File: config.mk
export PLATFORM = sky130hd
export DESIGN_NAME = clk_div_prog
export DESIGN_NICKNAME = d
export VERILOG_FILES = /design/src/rtl/clk_div_prog.sv
export SDC_FILE = /design/constraint.sdc
export NUM_CORES = 1
export LEC_CHECK = 0
export BUFFER_PORTS_ARGS = -buffer_cell sky130_fd_sc_hd__buf_4
export CORE_ASPECT_RATIO = 1.5
export CORE_UTILIZATION = 51
export CTS_CLUSTER_DIAMETER = 150
export DETAILED_ROUTE_END_ITERATION = 10
export HOLD_SLACK_MARGIN = 0.02
export PLACE_DENSITY = 0.81
export SYNTH_ARGS = -nofsm -noshare
export SYNTH_HDL_FRONTEND = slang
export SYNTH_SLANG_ARGS = --single-unit
File: constraint.sdc
create_clock -name clock_100 -period 3.4 [get_ports clock_100]
set_input_delay 0.68 -clock clock_100 [delete_from_list [all_inputs] [get_ports clock_100]]
set_output_delay 0.68 -clock clock_100 [all_outputs]
set_load 0.01 [all_outputs]
File: src/rtl/clk_div_prog.sv
// Run-time programmable clock divider / clock-enable generator on clock_100.
// Ratio changes are staged and applied only at a period wrap, so clk_out never runts.
module clk_div_prog #(
  parameter int unsigned CNT_W     = 8,
  parameter int unsigned DIV_RESET = 12
) (
  input  logic             clock_100,
  input  logic             resetn,
  input  logic             en,
  input  logic [CNT_W-1:0] div_in,
  input  logic             div_load,
  output logic             div_busy,
  output logic [CNT_W-1:0] div_active,
  output logic             clk_out,
  output logic             tick
);

  localparam logic [CNT_W-1:0] DIV_RST = CNT_W'(DIV_RESET);
  localparam logic [CNT_W-1:0] DIV_MIN = CNT_W'(2);

  logic [CNT_W-1:0] cnt;
  logic [CNT_W-1:0] pending;
  logic [CNT_W-1:0] div_clamped;
  logic [CNT_W-1:0] cnt_nxt;
  logic [CNT_W-1:0] div_nxt;
  logic             wrap;

  // clk_out is computed from the post-edge count and ratio so it always matches cnt >= D/2.
  always_comb begin
    div_clamped = (div_in < DIV_MIN) ? DIV_MIN : div_in;
    wrap        = en && (cnt == div_active - CNT_W'(1));
    cnt_nxt     = cnt;
    div_nxt     = div_active;
    if (en) begin
      cnt_nxt = wrap ? '0 : cnt + CNT_W'(1);
    end
    if (wrap && div_load) begin
      div_nxt = div_clamped;
    end else if (wrap && div_busy) begin
      div_nxt = pending;
    end
  end

  always_ff @(posedge clock_100) begin
    if (!resetn) begin
      cnt        <= '0;
      pending    <= '0;
      div_busy   <= 1'b0;
      div_active <= DIV_RST;
      clk_out    <= 1'b0;
      tick       <= 1'b0;
    end else begin
      cnt        <= cnt_nxt;
      div_active <= div_nxt;
      clk_out    <= (cnt_nxt >= (div_nxt >> 1));
      tick       <= wrap;
      if (wrap) begin
        div_busy <= 1'b0;
      end else if (div_load) begin
        pending  <= div_clamped;
        div_busy <= 1'b1;
      end
    end
  end

endmodule

==> results of run 1 <==
-- cell type report --
cell class	count	area [um2]
Sequential cell	27	547
Multi-Input combinational cell	152	1010
Timing Repair Buffer	33	248
Inverter	7	26.3
Tap cell	39	48.8
Fill cell	287	1010
Clock buffer	3	41.3
Clock inverter	1	7.51
-- placed cells by master (no fill, tap or decap), drive strengths merged, types with 3 or more instances in the layout --
master / Yosys / final
xor2: 5 / 5
xnor2: 9 / 9
o22ai: 5 / 5
inv: 7 / 7
a21oi: 15 / 15
nor2b: 4 / 4
o211a: 4 / 4
nor3: 5 / 5
o21ai: 13 / 13
nand3: 9 / 9
clkbuf: 7 / 3
nor2: 23 / 23
nand2: 16 / 16
dfxtp: 27 / 27
buf: 3 / 33
o21a: 3 / 3
nand2b: 3 / 3
a21o: 3 / 3
ha: 9 / 9
or3: 3 / 3
-- layer usage --
metal,up-vias,GRT usage [%],share of wire (%)
li1,756,-,-
met1,702,27.3,42
met2,34,39.9,53
met3,9,1.79,2.6
met4,0,11.4,3.1
met5,-,0,0
-- path summary, 6_finish.rpt --
| kind | from | to | depth (start not counted) |
|---|---|---|---|
| setup / recovery | div_active[5] | clk_out | 13 |
| hold / removal | pending[3] | pending[3] | 2 |
| setup reg to reg | div_active[5] | clk_out | 13 |
| hold reg to reg | pending[3] | pending[3] | 2 |
-- stage by stage --
stage / setup TNS (ns) / setup slack [ns] / util, %
finish: -0.0524 / -0.0524 / 65.5
global placement: -0.00577 / -0.00577 / 63.2
global route: -0.219 / -0.219 / 65.5
CTS: -0.0699 / -0.0699 / 65.5
detailed placement: -0.0873 / -0.0873 / 63.2
floorplan: 0 / 0.00611 / -
-- cells by family after synthesis --
family / after synthesis
simple gates: 73
compound gates: 56
flops: 27
buf+inv: 17
xor+xnor: 14
fa+ha+maj: 9
-- registers in the layout, indices dropped and copies added (netlist names) --
name and cells:
cnt 8, div_active 8, pending 8, clk_out 1, div_busy 1, tick 1
-- worst reg2reg max path: cells and delay by family, from the launching register on --
family | cells | cell delay, ns
adder cells (fa/ha/maj) | 1 | 0.27
AO/OA/AOI/OAI | 8 | 1.53
flip-flops | 1 | 0.35
AND/OR/NAND/NOR | 4 | 1.18
-- power groups by stage --
stage                     combinational [uW]  clock, uW  sequential (uW)
after floorplan                         35.0          0              336
after global placement                  54.8          0              337
after detailed placement                55.6          0              337
after CTS                               56.8        191              330
after global routing                    64.2        197              331
final                                   57.1        187              330
==> run_summary.xml, run 1 <==
<?xml version="1.0" encoding="UTF-8"?>
<metrics>
  <group name="synthesis">
    <metric name="synth_nets" unit="">217</metric>
    <metric name="synth_xor_xnor_area_share" unit="%">7.64</metric>
    <metric name="synth-warning-count" unit="">0</metric>
    <metric name="synth.lib_cells_used.distinct" unit="">38</metric>
    <metric name="synthesis_stage_register_bit_count" unit="">27</metric>
    <metric name="yosysSeqAreaShare" unit="%">33.7</metric>
    <metric name="main_combinational_cell_family_by_area_after_synthesis" unit="">compound AO/OA/AOI/OAI gates</metric>
    <metric name="post-synth-top-area-cell" unit="">dfxtp_1</metric>
    <metric name="synth_enable_flop_cells" unit="">0</metric>
    <metric name="synth-main-ff-cell" unit="">dfxtp_1</metric>
    <metric name="synthMuxAreaShare" unit="%">0</metric>
    <metric name="synth_most_common_cell" unit="">dfxtp_1</metric>
    <metric name="asyncSetResetFlopFracSynth" unit="%">0</metric>
    <metric name="yosys-top-cells-area" unit="">dfxtp_1 (34%), ha_1 (7.0%), nor2_1 (5.4%)</metric>
    <metric name="syn_area" unit="um2">1610</metric>
    <metric name="ys_top_cells_by_count" unit="">dfxtp_1 (27), nor2_1 (23), nand2_1 (16)</metric>
    <metric name="synthDominantCellAreaShare" unit="%">33.7</metric>
    <metric name="synthCells" unit="">196</metric>
    <metric name="synth_compound_gate_area_share" unit="%">24.4</metric>
    <metric name="synth_simple_gate_area_share" unit="%">22.1</metric>
    <metric name="syn_area_per_cell" unit="um2">8.19</metric>
    <metric name="post_synth_adder_cell_area" unit="%">7.01</metric>
  </group>
  <group name="timing">
    <metric name="final_hold_viol_count" unit="">0</metric>
    <metric name="timing.slew.headroom" unit="%">69.9</metric>
    <metric name="max_freq" unit="MHz">290</metric>
    <metric name="finalClockSkew" unit="ns">0.00946</metric>
    <metric name="hold_ws" unit="ns">0.479</metric>
    <metric name="slew_viol_final" unit="">0</metric>
    <metric name="finalWorstPathRequiredPeriod" unit="ns">3.45</metric>
    <metric name="setup_ws" unit="ns">-0.0524</metric>
    <metric name="grt_setup_unrepaired" unit="">true</metric>
    <metric name="tightest_slew" unit="ns">0.449</metric>
    <metric name="finalCritPeriodShare" unit="%">102</metric>
    <metric name="setup_viol_count_final" unit="">1</metric>
  </group>
  <group name="pwr">
    <metric name="switching_share" unit="%">24.6</metric>
    <metric name="pwr-share-seq" unit="%">57.5</metric>
    <metric name="p_leak" unit="uW">0.000874</metric>
    <metric name="power.clock.fraction" unit="%">32.5</metric>
    <metric name="p_sw" unit="uW">141</metric>
    <metric name="ir_drop" unit="uV">348</metric>
    <metric name="power_density_over_the_cells" unit="nW/um2">298</metric>
    <metric name="internal_power" unit="uW">433</metric>
    <metric name="post-layout-total-power" unit="uW">574</metric>
    <metric name="share_comb_of_total_power" unit="%">9.9</metric>
  </group>
  <group name="die">
    <metric name="fp.dieArea" unit="um2">3380</metric>
    <metric name="die_height" unit="um">70.7</metric>
    <metric name="initial_util" unit="%">54.5</metric>
    <metric name="die_boundary_width" unit="um">47.8</metric>
    <metric name="io-pin-count" unit="">23</metric>
    <metric name="row_count" unit="">24</metric>
    <metric name="core_area" unit="um2">2940</metric>
  </group>
  <group name="global_route">
    <metric name="gr-total-overflow" unit="">0</metric>
    <metric name="antenna_violations_before_repair" unit="">0</metric>
    <metric name="grt_pass1_vias" unit="">1370</metric>
    <metric name="grt_max_degree" unit="">17</metric>
    <metric name="gr_usage_total" unit="%">23.3</metric>
    <metric name="global_route_wire_length_before_repair" unit="um">5820</metric>
  </group>
  <group name="worst_setup_path">
    <metric name="arrival" unit="ns">3.61</metric>
    <metric name="timing.critical_path.max_delay_family" unit="">compound AO/OA/AOI/OAI gates</metric>
    <metric name="crit_path_top_delay_cell" unit="">or4_4</metric>
    <metric name="worst-path-buf-inv" unit="">0</metric>
    <metric name="critPathMostFrequentCell" unit="">a21o_1</metric>
    <metric name="slowest_delay" unit="ns">0.53</metric>
    <metric name="worst_setup_path_start_kind" unit="">flip-flop</metric>
    <metric name="cp_class" unit="">reg -&gt; reg</metric>
    <metric name="cp_cell_sequence" unit="">or4_4 -&gt; or4_4 -&gt; a2111oi_4 -&gt; o2111ai_4 -&gt; o21ai_2 -&gt; nand2_1 -&gt; ha_1 -&gt; nand2b_4 -&gt; a21o_1 -&gt; a21o_1 -&gt; a21o_1 -&gt; a211oi_2 -&gt; o32ai_1</metric>
    <metric name="cp_data_required_time" unit="ns">3.56</metric>
    <metric name="reg2reg_slack" unit="ns">-0.05</metric>
    <metric name="cp-end-kind" unit="">flip-flop</metric>
    <metric name="worst-path-max-fanout" unit="">6</metric>
  </group>
  <group name="clock_tree">
    <metric name="number_of_cts_inserted_buffers" unit="">3</metric>
    <metric name="tritoncts_clock_tree" unit="">done</metric>
    <metric name="clock_sinks" unit="">27</metric>
    <metric name="clock_tree.htree_level_count" unit="">1</metric>
    <metric name="clk_transition_reported_paths" unit="ns">0.10</metric>
    <metric name="clockBufferDepth" unit="">2</metric>
    <metric name="post_cts_resized" unit="">2</metric>
    <metric name="post-cts-setup-buffer-count" unit="">0</metric>
    <metric name="clock_latency" unit="ns">0.28</metric>
    <metric name="cts_root_buf" unit="">clkbuf_8</metric>
    <metric name="holdBufCountCts" unit="">0</metric>
  </group>
  <group name="route">
    <metric name="route.detailed.vias_per_inst" unit="">5.73</metric>
    <metric name="antenna_violating_nets_post_route" unit="">0</metric>
    <metric name="drcViolationCount" unit="">0</metric>
    <metric name="wl" unit="um">3590</metric>
    <metric name="firstDrtPassIters" unit="">4</metric>
    <metric name="first_iter_violations" unit="">32</metric>
    <metric name="drt_wl_cell" unit="um">13.7</metric>
    <metric name="dr_total_vias" unit="">1501</metric>
  </group>
  <group name="place">
    <metric name="placed_cells_incl_taps" unit="">258</metric>
    <metric name="io_buffers" unit="">22</metric>
    <metric name="detailed_place.area" unit="um2">1860</metric>
    <metric name="dp_hpwl" unit="um">2750</metric>
    <metric name="gp_congestion" unit="">0.792</metric>
  </group>
  <group name="final_layout">
    <metric name="drive_above_1_share" unit="%">22.0</metric>
    <metric name="area_of_all_placed_cells_without_fillers" unit="um2">1930</metric>
    <metric name="finalNetCount" unit="">245</metric>
    <metric name="antennaDiodeCount" unit="">0</metric>
    <metric name="area_delta_synth_final" unit="%">20.1</metric>
    <metric name="final-instance-count-excl-fill" unit="">262</metric>
  </group>
  <group name="run">
    <metric name="drv_cap" unit="">0</metric>
  </group>
  <group name="outcome">
    <metric name="status" unit="">complete, but fails checks</metric>
    <metric name="failed_checks" unit="">negative setup slack</metric>
  </group>
  <group name="worst_hold_path">
    <metric name="holdCritPathClass" unit="">reg -&gt; reg</metric>
  </group>
</metrics>
(Power assumes the default switching activity.)
==> run 2: changes to the inputs <==
Settings changed: CORE_ASPECT_RATIO 1.5 to 1.4, CORE_UTILIZATION 51 to 54, PLACE_DENSITY 0.81 to 0.82.
Clock period 3.4 ns to 3.49 ns, I/O delays scaled along.
==> run 2 against run 1 <==
Register-to-register slack got worse by 0.05 ns. Non-clock buffer count increased by 4. Critical path depth unchanged. Worst hold slack improved by 0.0040 ns. Die area decreased by 5.4%. First-iteration DRC count unchanged. Combinational power increased by 0.9%. Sequential share of layout area decreased by 0.40 points. Utilization increased by 3.1 points. Setup slack got worse by 0.045 ns. Clock-buffer cell count unchanged. Highest routed layer unchanged. Clock skew decreased by 0.0065 ns. Critical path type unchanged. The run still ends with negative setup slack left.
==> run_summary.xml, run 2 (synthesized netlist as in run 1, its figures left out) <==
<?xml version="1.0" encoding="UTF-8"?>
<metrics>
  <group name="outcome">
    <metric name="status" unit="">complete, but fails checks</metric>
    <metric name="failed_checks" unit="">negative setup slack</metric>
  </group>
  <group name="route">
    <metric name="route.detailed.vias_per_inst" unit="">5.84</metric>
    <metric name="antenna_violating_nets_post_route" unit="">0</metric>
    <metric name="drt_wl_cell" unit="um">14.9</metric>
    <metric name="first_iter_violations" unit="">32</metric>
    <metric name="dr_total_vias" unit="">1543</metric>
    <metric name="drcViolationCount" unit="">0</metric>
    <metric name="firstDrtPassIters" unit="">4</metric>
    <metric name="wl" unit="um">3930</metric>
  </group>
  <group name="place">
    <metric name="gp_congestion" unit="">0.866</metric>
    <metric name="io_buffers" unit="">22</metric>
    <metric name="dp_hpwl" unit="um">3080</metric>
    <metric name="detailed_place.area" unit="um2">1870</metric>
  </group>
  <group name="final_layout">
    <metric name="biggestRegsByFlops" unit="">cnt x8, div_active x8, pending x8</metric>
    <metric name="area_delta_synth_final" unit="%">21.8</metric>
    <metric name="top_library_cells_by_usage_in_the_layout_fill_and_taps_aside" unit="">buf_4 (37), dfxtp_1 (24), nor2_1 (23)</metric>
    <metric name="antennaDiodeCount" unit="">0</metric>
    <metric name="drive_above_1_share" unit="%">23.3</metric>
    <metric name="finalNetCount" unit="">249</metric>
    <metric name="final_common_cell" unit="">buf_4</metric>
    <metric name="area_of_all_placed_cells_without_fillers" unit="um2">1960</metric>
  </group>
  <group name="clock_tree">
    <metric name="clock_tree.htree_level_count" unit="">1</metric>
    <metric name="clk_transition_reported_paths" unit="ns">0.09</metric>
    <metric name="holdBufCountCts" unit="">0</metric>
    <metric name="cts_root_buf" unit="">clkbuf_8</metric>
    <metric name="clock_latency" unit="ns">0.28</metric>
    <metric name="clock_sinks" unit="">27</metric>
    <metric name="tritoncts_clock_tree" unit="">done</metric>
    <metric name="number_of_cts_inserted_buffers" unit="">3</metric>
    <metric name="clockBufferDepth" unit="">2</metric>
  </group>
  <group name="worst_setup_path">
    <metric name="crit_path_top_delay_cell" unit="">or4_4</metric>
    <metric name="cp_cell_sequence" unit="">or4_4 -&gt; or4_4 -&gt; a2111oi_4 -&gt; o2111ai_4 -&gt; o21ai_2 -&gt; nand2_1 -&gt; ha_1 -&gt; nand2b_4 -&gt; a21o_1 -&gt; a21o_1 -&gt; a21o_1 -&gt; a211oi_2 -&gt; o32ai_1</metric>
    <metric name="r2r_cells" unit="">13</metric>
    <metric name="critPathMostFrequentCell" unit="">a21o_1</metric>
    <metric name="slowest_delay" unit="ns">0.52</metric>
    <metric name="worst-path-max-fanout" unit="">8</metric>
    <metric name="cp_data_required_time" unit="ns">3.64</metric>
    <metric name="start_point_of_the_critical_path" unit="">div_active[5]</metric>
    <metric name="cp-end-kind" unit="">flip-flop</metric>
    <metric name="worst_setup_path_start_kind" unit="">flip-flop</metric>
    <metric name="worstReg2RegStart" unit="">div_active[5]</metric>
    <metric name="arrival" unit="ns">3.74</metric>
    <metric name="cp_class" unit="">reg -&gt; reg</metric>
  </group>
  <group name="timing">
    <metric name="hold_ws" unit="ns">0.483</metric>
    <metric name="slew_viol_final" unit="">0</metric>
    <metric name="timing.slew.headroom" unit="%">67.5</metric>
    <metric name="setup_ws" unit="ns">-0.0974</metric>
    <metric name="setup_viol_count_final" unit="">1</metric>
    <metric name="max_freq" unit="MHz">279</metric>
    <metric name="finalWorstPathRequiredPeriod" unit="ns">3.59</metric>
    <metric name="grt_setup_unrepaired" unit="">true</metric>
    <metric name="final_hold_viol_count" unit="">0</metric>
    <metric name="tightest_slew" unit="ns">0.485</metric>
    <metric name="finalCritPeriodShare" unit="%">103</metric>
    <metric name="finalClockSkew" unit="ns">0.00299</metric>
  </group>
  <group name="global_route">
    <metric name="grt_pass1_vias" unit="">1535</metric>
    <metric name="gr-total-overflow" unit="">0</metric>
    <metric name="global_route_wire_length_before_repair" unit="um">6330</metric>
    <metric name="grt_max_degree" unit="">17</metric>
    <metric name="gr_usage_total" unit="%">27.7</metric>
    <metric name="antenna_violations_before_repair" unit="">0</metric>
    <metric name="use_met2" unit="%">49.8</metric>
    <metric name="grtUsageMet3" unit="%">1.08</metric>
    <metric name="gr-usage-met1" unit="%">30.2</metric>
    <metric name="global_route.peak_usage_layer" unit="">met2</metric>
  </group>
  <group name="pwr">
    <metric name="ir_drop" unit="uV">333</metric>
    <metric name="post-layout-total-power" unit="uW">564</metric>
    <metric name="internal_power" unit="uW">423</metric>
    <metric name="power_density_over_the_cells" unit="nW/um2">289</metric>
    <metric name="p_leak" unit="uW">0.000892</metric>
    <metric name="p_sw" unit="uW">141</metric>
    <metric name="pwr-share-seq" unit="%">57.0</metric>
    <metric name="switching_share" unit="%">25.0</metric>
    <metric name="power.clock.fraction" unit="%">32.8</metric>
    <metric name="share_comb_of_total_power" unit="%">10.2</metric>
  </group>
  <group name="die">
    <metric name="io-pin-count" unit="">23</metric>
    <metric name="core_area" unit="um2">2850</metric>
    <metric name="row_count" unit="">23</metric>
    <metric name="die_height" unit="um">66.5</metric>
    <metric name="fp.dieArea" unit="um2">3200</metric>
    <metric name="initial_util" unit="%">56.3</metric>
    <metric name="die_boundary_width" unit="um">48.1</metric>
  </group>
  <group name="worst_hold_path">
    <metric name="hold_depth" unit="">2</metric>
    <metric name="timing.hold.worst.start" unit="">pending[2]</metric>
    <metric name="holdCritPathClass" unit="">reg -&gt; reg</metric>
  </group>
  <group name="run">
    <metric name="drv_cap" unit="">0</metric>
  </group>
</metrics>
run 2: path summary, 6_finish.rpt:
kind,end,slack (ns)
max reg2reg,clk_out,-0.1
min reg2reg,pending[2],0.48
max,clk_out,-0.1
min,pending[2],0.48
run 2: worst max-delay path, delay by kind of cell, from the launching register on:
kind | cells | cell delay [ns]
AOI/OAI and AO/OA | 8 | 1.66
and+or+nand+nor | 4 | 1.17
DFF | 1 | 0.35
adders and majority gates | 1 | 0.27
run 2: layout make-up:
type,instances,area (um2)
clock buffer,3,41.3
clock inverter,1,7.51
fill,222,893
inverter,7,26.3
multi-input combinational,152,1010
sequential,27,547
tap,37,46.3
timing repair buffer,37,278
run 2: routing by layer:
layer / vias up / wire [um]
met5: - / 0
met4: 0 / 131
met3: 11 / 118
met2: 45 / 2150
met1: 727 / 1530
li1: 760 / -
run 2: power by group through the flow:
stage,Sequential [uW],Combinational (uW),Clock (uW)
after detailed placement,329,55.8,0
after global routing,323,64.9,197
after global placement,328,53.9,0
after CTS,322,56.3,183
after floorplan,327,34.0,0
final,322,57.6,185
run 2: repair_timing:
| item | 4_1_cts | 5_1_grt |
|---|---|---|
| gates cloned | 0 | 0 |
| endpoints found under the setup margin | 1 | 1 |
| resized for setup | 1 | 1 |
| pin swaps | 0 | 6 |
| buffers inserted | 0 | 2 |
run 2: stage by stage:
stage / worst slack (ns) / utilization, % / instances / setup TNS [ns]
floorplan: 0.00932 / - / 196 / 0
finish: -0.0974 / 68.6 / 264 / -0.0974
CTS: -0.0961 / 67.9 / 262 / -0.0961
global placement: -0.0313 / 65.7 / 258 / -0.0313
global route: -0.269 / 68.6 / 264 / -0.269
detailed placement: -0.122 / 65.7 / 258 / -0.122
==> run 3: changes to the inputs <==
Settings changed: CORE_MARGIN set to 3, TNS_END_PERCENT set to 10.
==> run 3 against run 2 <==
The flow still finishes with violations (negative setup slack). Worst hold slack improved by 0.0065 ns. Via count about the same. Fmax decreased by 0.83%. Highest routed layer unchanged. Sequential power about the same. Setup slack got worse by 0.030 ns. Sequential cell count unchanged. Utilization increased by 1.6 points. Critical path type unchanged. Combinational power decreased by 1%. Largest power group unchanged.
==> run_summary.xml, run 3 (synthesized netlist as in run 1, its figures left out) <==
<?xml version="1.0" encoding="UTF-8"?>
<metrics>
  <group name="global_route">
    <metric name="grt_max_degree" unit="">17</metric>
    <metric name="global_route_wire_length_before_repair" unit="um">6620</metric>
    <metric name="gr_usage_total" unit="%">23.2</metric>
    <metric name="gr-total-overflow" unit="">0</metric>
    <metric name="antenna_violations_before_repair" unit="">0</metric>
    <metric name="grt_pass1_vias" unit="">1469</metric>
  </group>
  <group name="timing">
    <metric name="final_hold_viol_count" unit="">0</metric>
    <metric name="timing.slew.headroom" unit="%">64.7</metric>
    <metric name="finalClockSkew" unit="ns">0.00949</metric>
    <metric name="slew_viol_final" unit="">0</metric>
    <metric name="setup_viol_count_final" unit="">1</metric>
    <metric name="max_freq" unit="MHz">276</metric>
    <metric name="setup_ws" unit="ns">-0.128</metric>
    <metric name="grt_setup_unrepaired" unit="">true</metric>
    <metric name="tightest_slew" unit="ns">0.527</metric>
    <metric name="finalCritPeriodShare" unit="%">104</metric>
    <metric name="finalWorstPathRequiredPeriod" unit="ns">3.62</metric>
  </group>
  <group name="clock_tree">
    <metric name="clock_tree.htree_level_count" unit="">1</metric>
    <metric name="tritoncts_clock_tree" unit="">done</metric>
    <metric name="post-cts-setup-buffer-count" unit="">0</metric>
    <metric name="clock_latency" unit="ns">0.34</metric>
    <metric name="clockBufferDepth" unit="">2</metric>
    <metric name="clk_transition_reported_paths" unit="ns">0.15</metric>
    <metric name="number_of_cts_inserted_buffers" unit="">3</metric>
    <metric name="cts_root_buf" unit="">clkbuf_4</metric>
    <metric name="clock_sinks" unit="">27</metric>
  </group>
  <group name="final_layout">
    <metric name="final-instance-count-excl-fill" unit="">260</metric>
    <metric name="final_common_cell" unit="">buf_4</metric>
    <metric name="drive_above_1_share" unit="%">22.3</metric>
    <metric name="area_of_all_placed_cells_without_fillers" unit="um2">1910</metric>
    <metric name="antennaDiodeCount" unit="">0</metric>
    <metric name="biggestRegsByFlops" unit="">cnt x8, div_active x8, pending x8</metric>
    <metric name="area_delta_synth_final" unit="%">19.2</metric>
    <metric name="finalNetCount" unit="">246</metric>
    <metric name="top_library_cells_by_usage_in_the_layout_fill_and_taps_aside" unit="">buf_4 (34), dfxtp_1 (24), nor2_1 (23)</metric>
  </group>
  <group name="worst_setup_path">
    <metric name="cp_cell_sequence" unit="">or4_4 -&gt; or4_4 -&gt; a2111oi_4 -&gt; o2111ai_4 -&gt; o21ai_2 -&gt; nand2_1 -&gt; ha_1 -&gt; nand2b_4 -&gt; a21o_1 -&gt; a21o_1 -&gt; a21o_1 -&gt; a211oi_2 -&gt; o32ai_1</metric>
    <metric name="arrival" unit="ns">3.85</metric>
    <metric name="cp_class" unit="">reg -&gt; reg</metric>
    <metric name="critPathMostFrequentCell" unit="">a21o_1</metric>
    <metric name="crit_path_top_delay_cell" unit="">or4_4</metric>
    <metric name="slowest_delay" unit="ns">0.53</metric>
    <metric name="worst-path-max-fanout" unit="">6</metric>
    <metric name="cp-end-kind" unit="">flip-flop</metric>
    <metric name="cp_data_required_time" unit="ns">3.72</metric>
    <metric name="worst_setup_path_start_kind" unit="">flip-flop</metric>
  </group>
  <group name="place">
    <metric name="io_buffers" unit="">22</metric>
    <metric name="detailed_place.area" unit="um2">1860</metric>
    <metric name="gp_congestion" unit="">0.819</metric>
    <metric name="dp_hpwl" unit="um">3020</metric>
    <metric name="placed_cells_incl_taps" unit="">256</metric>
    <metric name="dpl_worst_slack" unit="ns">-0.134</metric>
  </group>
  <group name="run">
    <metric name="drv_cap" unit="">0</metric>
  </group>
  <group name="die">
    <metric name="die_height" unit="um">70.5</metric>
    <metric name="core_area" unit="um2">2730</metric>
    <metric name="fp.dieArea" unit="um2">3670</metric>
    <metric name="io-pin-count" unit="">23</metric>
    <metric name="initial_util" unit="%">58.9</metric>
    <metric name="die_boundary_width" unit="um">52.1</metric>
    <metric name="row_count" unit="">22</metric>
  </group>
  <group name="route">
    <metric name="route.detailed.vias_per_inst" unit="">5.94</metric>
    <metric name="wl" unit="um">3900</metric>
    <metric name="drt_wl_cell" unit="um">15.0</metric>
    <metric name="first_iter_violations" unit="">56</metric>
    <metric name="antenna_violating_nets_post_route" unit="">0</metric>
    <metric name="firstDrtPassIters" unit="">4</metric>
    <metric name="dr_total_vias" unit="">1544</metric>
    <metric name="drcViolationCount" unit="">0</metric>
  </group>
  <group name="pwr">
    <metric name="p_leak" unit="uW">0.000871</metric>
    <metric name="power_density_over_the_cells" unit="nW/um2">273</metric>
    <metric name="post-layout-total-power" unit="uW">523</metric>
    <metric name="ir_drop" unit="uV">294</metric>
  </group>
  <group name="outcome">
    <metric name="status" unit="">complete, but fails checks</metric>
    <metric name="failed_checks" unit="">negative setup slack</metric>
  </group>
  <group name="worst_hold_path">
    <metric name="holdCritPathClass" unit="">reg -&gt; reg</metric>
  </group>
</metrics>
## run 3: layout make-up
cell class              instances  area [um2]
multi-input cells             152        1010
repair buffers                 34         255
well taps                      36        45.0
fillers                       237         812
clock buffers                   3        22.5
flip-flops and latches         27         547
inverters                       7        26.3
clock inverters                 1        7.51
## run 3: power breakdown
group / switching, uW / internal [uW]
clock: 99.6 / 44.1
combinational: 30.6 / 26.4
sequential: 6.48 / 316
## run 3: critical path: cells and delay by family, from the launching register on
family | cells | cell delay (ns)
AO/OA/AOI/OAI | 8 | 1.68
flip-flops | 1 | 0.37
adder cells (fa/ha/maj) | 1 | 0.27
AND/OR/NAND/NOR | 4 | 1.18
## run 3: metal layers
metal,global-route usage (%),wire [um],vias up
met5,0,0,-
met3,1.92,140,9
met2,41.1,2070,44
met1,26.9,1590,735
met4,11.4,102,0
li1,-,-,756
## run 3: per-stage QoR
| stage | utilization [%] | setup TNS, ns | hold WS, ns |
|---|---|---|---|
| after global routing | 70.2 | -0.247 | 0.510 |
| after floorplan | - | 0 | 0.454 |
| after detailed placement | 68.4 | -0.134 | 0.467 |
| final | 70.2 | -0.128 | 0.490 |
| after global placement | 68.4 | -0.0102 | 0.461 |
| after CTS | 70.2 | -0.126 | 0.486 |
## run 3: timing repair
| item | CTS | global route |
|---|---|---|
| resized for setup | 2 | 0 |
| hold buffers | 0 | 0 |
| gates cloned | 0 | 0 |
| endpoints found under the setup margin | 1 | 1 |
## run 3: worst paths after layout
kind	startpoint	to	slack (ns)	cells past startpoint
worst max-delay path	div_active[5]	clk_out	-0.13	13
worst max register to register	div_active[5]	clk_out	-0.13	13
worst min register to register	pending[7]	pending[7]	0.49	2
worst min-delay path	pending[7]	pending[7]	0.49	2
